File: src/rtl/bomber_status_scheduler_if.sv
// Status-update write channel between the game-logic / register side and the
// player status scheduler.
//   i_wr_valid : update request
//   o_wr_ready : scheduler can accept an update
//   i_wr_id    : player select (0/1)
//   i_wr_data  : [4:0] pos_x, [9:5] pos_y, [12:10] lives, [15:13] bombs
// master = update source, slave = scheduler.
interface bomber_status_scheduler_if;
    logic        i_wr_valid;
    logic        o_wr_ready;
    logic        i_wr_id;
    logic [15:0] i_wr_data;

    modport master (
        output i_wr_valid,
        output i_wr_id,
        output i_wr_data,
        input  o_wr_ready
    );

    modport slave (
        input  i_wr_valid,
        input  i_wr_id,
        input  i_wr_data,
        output o_wr_ready
    );
endinterface

File: src/rtl/bomber_status_scheduler.sv
// Per-player status word scheduler for the two player text overlays.
// Accepts binary updates over a valid/ready channel, clamps the fields,
// converts X/Y positions to tens/units digits in a short sequential FSM, and
// packs the result into a per-player shadow register. Shadows holding new
// data are committed to the overlay-facing outputs on the rising edge of
// vertical blank only, so displayed text never changes mid-frame.
// Ports:
//   i_pclk        : pixel clock (only clock)
//   i_rst         : synchronous active-high reset
//   i_vblnk       : vertical blank; rising edge commits pending shadows
//   wr            : update channel (slave side)
//   o_axi_data_0/1: committed status word per player
//                   [0] x tens, [4:1] x units, [5] y tens, [9:6] y units,
//                   [11:10] lives, [13:12] bombs
//   o_pending     : bit n set = shadow n not yet committed
//   o_commit      : one-cycle pulse in the cycle after a commit
module bomber_status_scheduler #(
    parameter int unsigned POS_W     = 5,
    parameter int unsigned POS_MAX   = 19,
    parameter int unsigned LIVES_MAX = 3,
    parameter int unsigned BOMBS_MAX = 3
) (
    input  logic                           i_pclk,
    input  logic                           i_rst,
    input  logic                           i_vblnk,
    bomber_status_scheduler_if.slave       wr,
    output logic [13:0]                    o_axi_data_0,
    output logic [13:0]                    o_axi_data_1,
    output logic [1:0]                     o_pending,
    output logic                           o_commit
);

    typedef enum logic [2:0] {
        IDLE,
        CLAMP,
        CONV_X,
        CONV_Y,
        PACK
    } state_t;

    state_t state, state_next;

    logic             id_q;
    logic [POS_W-1:0] x_raw, y_raw;
    logic [2:0]       lives_raw, bombs_raw;
    logic [POS_W-1:0] x_c, y_c;
    logic [1:0]       lives_c, bombs_c;
    logic             x_tens, y_tens;
    logic [3:0]       x_units, y_units;
    logic [13:0]      shadow_0, shadow_1;
    logic [13:0]      pack_word;
    logic             vblnk_q;
    logic             vb_rise;

    assign wr.o_wr_ready = (state == IDLE);
    assign vb_rise       = i_vblnk & ~vblnk_q;
    assign pack_word     = {bombs_c, lives_c, y_units, y_tens, x_units, x_tens};

    always_ff @(posedge i_pclk) begin
        if (i_rst) begin
            state <= IDLE;
        end else begin
            state <= state_next;
        end
    end

    always_comb begin
        state_next = state;
        case (state)
            IDLE:    if (wr.i_wr_valid) state_next = CLAMP;
            CLAMP:   state_next = CONV_X;
            CONV_X:  state_next = CONV_Y;
            CONV_Y:  state_next = PACK;
            PACK:    state_next = IDLE;
            default: state_next = IDLE;
        endcase
    end

    always_ff @(posedge i_pclk) begin
        if (i_rst) begin
            id_q         <= 1'b0;
            x_raw        <= '0;
            y_raw        <= '0;
            lives_raw    <= '0;
            bombs_raw    <= '0;
            x_c          <= '0;
            y_c          <= '0;
            lives_c      <= '0;
            bombs_c      <= '0;
            x_tens       <= 1'b0;
            x_units      <= '0;
            y_tens       <= 1'b0;
            y_units      <= '0;
            shadow_0     <= '0;
            shadow_1     <= '0;
            o_axi_data_0 <= '0;
            o_axi_data_1 <= '0;
            o_pending    <= '0;
            o_commit     <= 1'b0;
            vblnk_q      <= 1'b0;
        end else begin
            vblnk_q  <= i_vblnk;
            o_commit <= vb_rise & (|o_pending);

            // Commit reads the shadows before any PACK write at this edge.
            // A PACK landing on the same edge re-sets its pending bit below,
            // overriding the clear so the new word goes out next frame.
            if (vb_rise) begin
                if (o_pending[0]) o_axi_data_0 <= shadow_0;
                if (o_pending[1]) o_axi_data_1 <= shadow_1;
                o_pending <= '0;
            end

            case (state)
                IDLE: begin
                    if (wr.i_wr_valid) begin
                        id_q      <= wr.i_wr_id;
                        x_raw     <= wr.i_wr_data[POS_W-1:0];
                        y_raw     <= wr.i_wr_data[2*POS_W-1:POS_W];
                        lives_raw <= wr.i_wr_data[12:10];
                        bombs_raw <= wr.i_wr_data[15:13];
                    end
                end
                CLAMP: begin
                    x_c     <= (x_raw > POS_W'(POS_MAX)) ? POS_W'(POS_MAX) : x_raw;
                    y_c     <= (y_raw > POS_W'(POS_MAX)) ? POS_W'(POS_MAX) : y_raw;
                    lives_c <= (lives_raw > 3'(LIVES_MAX)) ? 2'(LIVES_MAX) : lives_raw[1:0];
                    bombs_c <= (bombs_raw > 3'(BOMBS_MAX)) ? 2'(BOMBS_MAX) : bombs_raw[1:0];
                end
                CONV_X: begin
                    if (x_c >= POS_W'(10)) begin
                        x_tens  <= 1'b1;
                        x_units <= 4'(x_c - POS_W'(10));
                    end else begin
                        x_tens  <= 1'b0;
                        x_units <= 4'(x_c);
                    end
                end
                CONV_Y: begin
                    if (y_c >= POS_W'(10)) begin
                        y_tens  <= 1'b1;
                        y_units <= 4'(y_c - POS_W'(10));
                    end else begin
                        y_tens  <= 1'b0;
                        y_units <= 4'(y_c);
                    end
                end
                PACK: begin
                    if (id_q) shadow_1 <= pack_word;
                    else      shadow_0 <= pack_word;
                    o_pending[id_q] <= 1'b1;
                end
                default: ;
            endcase
        end
    end

endmodule

File: src/flat_wrapper.sv
// flat-port wrapper written by rule: the top's interface ports become plain ports
module bomber_status_scheduler_flat 
#(
    parameter int unsigned POS_W     = 5,
    parameter int unsigned POS_MAX   = 19,
    parameter int unsigned LIVES_MAX = 3,
    parameter int unsigned BOMBS_MAX = 3
)
  (i_pclk, i_rst, i_vblnk, o_axi_data_0, o_axi_data_1, o_pending, o_commit, wr_i_wr_valid, wr_i_wr_id, wr_i_wr_data, wr_o_wr_ready);
  bomber_status_scheduler_if wr_i ();
  input  logic i_pclk;
  input  logic i_rst;
  input  logic i_vblnk;
  output logic [13:0] o_axi_data_0;
  output logic [13:0] o_axi_data_1;
  output logic [1:0] o_pending;
  output logic o_commit;
  input wire logic [$bits(wr_i.i_wr_valid)-1:0] wr_i_wr_valid;
  input wire logic [$bits(wr_i.i_wr_id)-1:0] wr_i_wr_id;
  input wire logic [$bits(wr_i.i_wr_data)-1:0] wr_i_wr_data;
  output wire logic [$bits(wr_i.o_wr_ready)-1:0] wr_o_wr_ready;
  assign wr_i.i_wr_valid = wr_i_wr_valid;
  assign wr_i.i_wr_id = wr_i_wr_id;
  assign wr_i.i_wr_data = wr_i_wr_data;
  assign wr_o_wr_ready = wr_i.o_wr_ready;
  bomber_status_scheduler #(.POS_W(POS_W), .POS_MAX(POS_MAX), .LIVES_MAX(LIVES_MAX), .BOMBS_MAX(BOMBS_MAX)) u_core (.i_pclk(i_pclk), .i_rst(i_rst), .i_vblnk(i_vblnk), .wr(wr_i), .o_axi_data_0(o_axi_data_0), .o_axi_data_1(o_axi_data_1), .o_pending(o_pending), .o_commit(o_commit));
endmodule
File: config.mk
export PLATFORM = sky130hd
export DESIGN_NAME = bomber_status_scheduler_flat
export DESIGN_NICKNAME = d
export VERILOG_FILES = /design/src/rtl/bomber_status_scheduler_if.sv /design/src/rtl/bomber_status_scheduler.sv /design/src/flat_wrapper.sv
export SDC_FILE = /design/constraint.sdc
export NUM_CORES = 1
export LEC_CHECK = 0
export CAP_MARGIN = 25
export CORE_MARGIN = 2
export CORE_UTILIZATION = 50
export CTS_CLUSTER_DIAMETER = 30
export DETAILED_ROUTE_END_ITERATION = 8
export PLACE_DENSITY = 0.74
export SLEW_MARGIN = 5
export SYNTH_ARGS = -nofsm -noshare
export SYNTH_HDL_FRONTEND = slang
export SYNTH_SLANG_ARGS = --single-unit
File: constraint.sdc
create_clock -name i_pclk -period 1.7 [get_ports i_pclk]
set_input_delay 0.34 -clock i_pclk [delete_from_list [all_inputs] [get_ports i_pclk]]
set_output_delay 0.34 -clock i_pclk [all_outputs]
set_load 0.01 [all_outputs]
==> results of run 1 <==
[registers in the layout (all words and copies together), names as in the netlist, 2 cells and up]
signal / flops
u_core.bombs_c: 2
u_core.bombs_raw: 3
u_core.lives_c: 2
u_core.lives_raw: 3
u_core.o_axi_data_0: 14
u_core.o_axi_data_1: 14
u_core.o_pending: 2
u_core.shadow_0: 14
u_core.shadow_1: 14
u_core.state: 3
u_core.x_c: 5
u_core.x_raw: 5
u_core.x_units: 4
u_core.y_c: 5
u_core.y_raw: 5
u_core.y_units: 4
[repair_timing]
item / CTS / global route
endpoints found under the hold margin: 0 / 0
setup endpoints to repair: 1 / 0
gates resized for setup: 3 / 0
[layout make-up]
| type | count | share of cell area (%) |
|---|---|---|
| clock buffer | 10 | 2.88 |
| clock inverter | 5 | 0.681 |
| inverter | 7 | 0.550 |
| multi-input combinational | 326 | 34.5 |
| sequential | 104 | 43.6 |
| tap | 102 | 2.67 |
| timing repair buffer | 73 | 15.1 |
[synthesized netlist by cell type, drive strengths merged (2+ instances only)]
cell / count / area [um^2]
nand3b: 6 / 45.0
a21oi: 86 / 430
nor3b: 4 / 52.6
nor2b: 3 / 18.8
nor4b: 2 / 47.6
nor3: 12 / 60.1
a211o: 2 / 17.5
nor4bb: 2 / 20.0
o221a: 4 / 45.0
o21ai: 11 / 55.1
inv: 7 / 26.3
dfxtp: 104 / 2080
mux2i: 2 / 20.0
and3b: 3 / 26.3
buf: 19 / 116
a211oi: 3 / 22.5
nand2: 156 / 586
o31ai: 2 / 15.0
clkbuf: 12 / 45.0
ha: 2 / 25.0
or4b: 2 / 20.0
a31oi: 3 / 18.8
nor2: 12 / 45.0
[path summary, 6_finish.rpt]
path                                    start                              endpoint  slack [ps]  cells after the start
max            u_core.o_pending[0]$_SDFF_PP0_                          o_pending[0]          60                      1
min                                     i_rst          u_core.y_raw[2]$_SDFFE_PP0P_         320                      2
max reg2reg      u_core.state[2]$_SDFFE_PP0P_          u_core.y_raw[4]$_SDFFE_PP0P_         160                      5
min reg2reg  u_core.shadow_0[11]$_SDFFE_PP0P_  u_core.o_axi_data_0[11]$_SDFFE_PP0P_         450                      2
[cell families after synthesis]
group                    after synthesis
adder cells (fa/ha/maj)                2
flip-flops                           104
buffers and inverters                 38
AND/OR/NAND/NOR                      209
AO/OA/AOI/OAI                        112
multiplexers                           2
XOR/XNOR                               1
[power breakdown]
part           leakage [nW]  switching (mW)  internal [mW]
Combinational         0.675           0.204          0.197
Clock                0.0923           0.778          0.565
Sequential            0.843          0.0864           2.52
[per-layer routing]
layer	part of all wire (%)	GRT usage [%]	wire, um	vias up
li1	-	-	-	1677
met1	48	25.6	3820	1478
met2	47	33.8	3750	52
met3	2.9	3.25	227	13
met4	1.8	9.20	142	0
met5	0	0	0	-
[per-stage QoR]
step / power [mW] / instances / setup TNS (ps)
floorplan: 2.91 / 468 / 0
global placement: 3.05 / 612 / -50.1
detailed placement: 3.06 / 612 / -285
CTS: 4.38 / 627 / 0
global route: 4.54 / 627 / 0
finish: 4.35 / 627 / 0
==> results.toml, run 1 <==
[cts]
path_clk_slew_ps = 90
h-tree-depth = 3
ctsRootBufferMaster = "clkbuf_8"
cts_setup_buffers = 0
cts_buffer_depth = 2
cts_tree = "yes"
numCtsBuffers = 9
numClockSinks = 104
clkLatencyLatePin_ps = 350
hold_buffers = 0

[cells_and_area]
antenna_cells_inserted = 0
final_common_cell = "nand2_1"
fin_nets = 544
drive_above_1_share_pct = 9.14
n_fill_cell = 668
finalInstanceArea_um2 = 4780
mostFrequentLayoutCells = "156 x nand2_1, 102 x dfxtp_1, 86 x a21oi_1"
multi_input_area_um2 = 1650
fin_util_pct = 62.5
regArea_um2 = 2080
area.growth.synth_to_final_pct = 22.0

[setup_path]
end_kind = "output pin"
max_stage_delay_ps = 560
path_buf_inv = 1
cp_data_arrival_time_ps = 1300
cp_slowest_cell = "clkdlybuf4s50_1"
critical-path-top-delay-family = "buffers and inverters"
cp.required_ps = 1360
worstSetupPathType = "flip-flop to output pin"
crit_chain = "clkdlybuf4s50_1"
cp_max_fo = 4
critPathLaunchType = "flip-flop"

[detailed_routing]
drc = 0
wire_per_inst_um = 12.7
vias = 3220
drt_wl_total_um = 7930
ant_nets = 0
firstDrtPassIters = 4
viasPerCell = 5.14
drtIter0Drc = 113

[sta]
worst_pin_slew_ps = 391
fin_ws_ps = 59.7
drv_slew = 0
hold-worst-slack_ps = 316
slew_headroom_pct = 73.6
finalSetupViolCount = 0
period_minus_slack_ps = 1640
fmax_mhz = 610
rsz0062_at_grt = "no"
fin_skew_ps = 8.82
hold_viol_final = 0
period_share_pct = 96.5

[floorplan]
die_area_um2 = 8550
num_io_pins = 53
dieWidth_um = 92.5
rows = 32
core_area_um2 = 7650
initial_utilization_pct = 51.2
die_h_um = 92.5

[logic_synthesis]
synth_area_um2 = 3920
yosys_warnings = 0
syn_inst = 468
synthAdderAreaFrac_pct = 0.639
synthesis.nets = 491
synth_xor_area_share_pct = 0.224
synthSimpleGateAreaFrac_pct = 25.0
synth_compound_area_share_pct = 15.7
synth_edf_count = 0
avgSynthCellArea_um2 = 8.37
synth-seq-cells = 104
synth_top_family_by_area = "simple AND/OR/NAND/NOR gates"
synth_seq_area_share_pct = 53.2
synth_cell_types = 36
async_reset_ff_share_pct = 0
muxShareOfSynthArea_pct = 0.511
synth_flop_cell = "dfxtp_1"

[place]
dpl-instance-area_um2 = 4600
routabilityCongestion = 0.807
dp_hpwl_um = 5720
dp_slack_ps = -26.9
io_buffers = 52

[grt]
grt_overflow = 0
grt_usage_pct = 20.2
grt_pass1_vias = 3064
grt_max_degree = 58
antenna_found_initial = 0
grt_pass1_wl_um = 13800

[pwr]
irDropWorstVdd_uv = 429
leakagePower_nw = 1.61
cellPowerDensity_nw_per_um2 = 911

[run]
cap_violations = 0

[worst_hold_path]
worstHoldPathType = "primary input to flip-flop"

[run_status]
status = "completed"
No activity file was read; power rests on OpenSTA's default activity.
==> run 2, diff against run 1 <==
Settings changed: CORE_ASPECT_RATIO set to 1.4, CORE_UTILIZATION 50 to 54, PLACE_DENSITY 0.74 to 0.79.
==> run 2 against run 1 <==
Effect of this change: final cell count decreased by 0.96%; hold slack got worse by 57 ps; clock skew decreased by 1.5 ps; register-to-register slack improved by 20 ps; first-iteration DRC count increased by 53%; sequential power about the same; core utilization increased by 6.3 points; power increased by 6.3%; combinational power decreased by 2%; design area increased by 0.47%; critical endpoint is now o_pending[1]; largest power group unchanged.
==> results.toml, run 2 (synthesis gave the netlist of run 1 again) <==
[floorplan]
die_area_um2 = 7960
core_area_um2 = 6980
num_io_pins = 53
initial_utilization_pct = 56.1
dieWidth_um = 76.0
rows = 36
die_h_um = 105

[cts]
cts_tree = "yes"
numClockSinks = 104
h-tree-depth = 3
clkLatencyLatePin_ps = 360
cts_buffer_depth = 2
path_clk_slew_ps = 90
numCtsBuffers = 9
hold_buffers = 0
ctsRootBufferMaster = "clkbuf_8"

[setup_path]
cp_data_arrival_time_ps = 1280
worstSetupPathType = "flip-flop to output pin"
cp_slowest_cell = "clkdlybuf4s50_1"
rr_startpoint = "u_core.state[2]$_SDFFE_PP0P_"
crit_chain = "clkdlybuf4s50_1"
path_buf_inv = 1
cp_num_cells = 1
worstReg2RegEnd = "u_core.y_raw[1]$_SDFFE_PP0P_"
endpoint = "o_pending[1]"
crit_path_start = "u_core.o_pending[1]$_SDFF_PP0_"
cp.required_ps = 1360
max_stage_delay_ps = 550
end_kind = "output pin"
critical-path-top-delay-family = "buffers and inverters"
critPathLaunchType = "flip-flop"
r2r_setup_slack_ps = 180
cp_max_fo = 4
ff2ff_path_depth = 5

[grt]
grt_overflow = 0
grt_pass1_wl_um = 13100
grt_usage_pct = 19.9
grt_max_degree = 43
antenna_found_initial = 0
grt_pass1_vias = 3002

[run]
cap_violations = 0

[sta]
fmax_mhz = 616
hold_viol_final = 0
finalSetupViolCount = 0
slew_headroom_pct = 71.5
drv_slew = 0
worst_pin_slew_ps = 428
fin_ws_ps = 76.7
rsz0062_at_grt = "no"
period_minus_slack_ps = 1620
hold-worst-slack_ps = 260
fin_skew_ps = 7.33
period_share_pct = 95.5

[detailed_routing]
vias = 3221
drtIter0Drc = 173
drt_wl_total_um = 7490
drc = 0
viasPerCell = 5.19
wire_per_inst_um = 12.1
ant_nets = 0
firstDrtPassIters = 4

[place]
dp_hpwl_um = 5280
routabilityCongestion = 0.822
io_buffers = 52
dp_slack_ps = -27.4

[cells_and_area]
final_common_cell = "nand2_1"
area.growth.synth_to_final_pct = 22.6
antenna_cells_inserted = 0
fin_nets = 544
drive_above_1_share_pct = 9.13
mostFrequentLayoutCells = "156 x nand2_1, 101 x dfxtp_1, 86 x a21oi_1"

[pwr]
leakagePower_nw = 1.62
irDropWorstVdd_uv = 619
cellPowerDensity_nw_per_um2 = 963

[run_status]
status = "completed"

[worst_hold_path]
worstHoldPathType = "primary input to flip-flop"
run 2: layout make-up:
cell class	instances	area, um^2
tap	95	119
multi-input combinational	326	1650
clock inverter	5	81.3
sequential	104	2090
inverter	7	26.3
fill	602	2180
timing repair buffer	73	709
clock buffer	11	131
run 2: what timing repair did:
action                                  in CTS  in global routing
endpoints found under the setup margin       1                  0
buffers inserted                             0                  0
resized for setup                            4                  0
run 2: worst min-delay path by stage:
stage	start	to	cells past startpoint
after floorplan	u_core.shadow_0[0]$_SDFFE_PP0P_	u_core.o_axi_data_0[0]$_SDFFE_PP0P_	2
after global placement	u_core.shadow_0[9]$_SDFFE_PP0P_	u_core.o_axi_data_0[9]$_SDFFE_PP0P_	2
after detailed placement	u_core.shadow_0[7]$_SDFFE_PP0P_	u_core.o_axi_data_0[7]$_SDFFE_PP0P_	2
after CTS	i_rst	u_core.shadow_1[2]$_SDFFE_PP0P_	2
after global routing	i_rst	u_core.shadow_1[2]$_SDFFE_PP0P_	2
final	i_rst	u_core.shadow_1[2]$_SDFFE_PP0P_	2
run 2: layer usage:
layer / wire length, um / vias up / GRT usage (%)
met3: 290 / 17 / 4.32
met5: 0 / - / 0
met2: 3750 / 80 / 35.3
li1: - / 1671 / -
met1: 3250 / 1453 / 22.8
met4: 201 / 0 / 9.22
run 2: per-stage QoR:
| step | util, % | total power, mW | area (um^2) | cells | TNS, ps |
|---|---|---|---|---|---|
| detailed placement | 65.6 | 3.05 | 4580 | 605 | -337 |
| floorplan | - | 2.91 | 3920 | 468 | 0 |
| finish | 68.7 | 4.62 | 4800 | 621 | 0 |
| global route | 68.7 | 4.82 | 4800 | 621 | 0 |
| global placement | 65.6 | 3.04 | 4580 | 605 | -421 |
| CTS | 68.7 | 4.66 | 4800 | 621 | 0 |
run 2: power by group:
part           total (mW)  internal, mW  switching (mW)
clock                1.63         0.831           0.799
sequential           2.60          2.52          0.0810
combinational       0.394         0.197           0.197
total                4.62          3.55            1.08
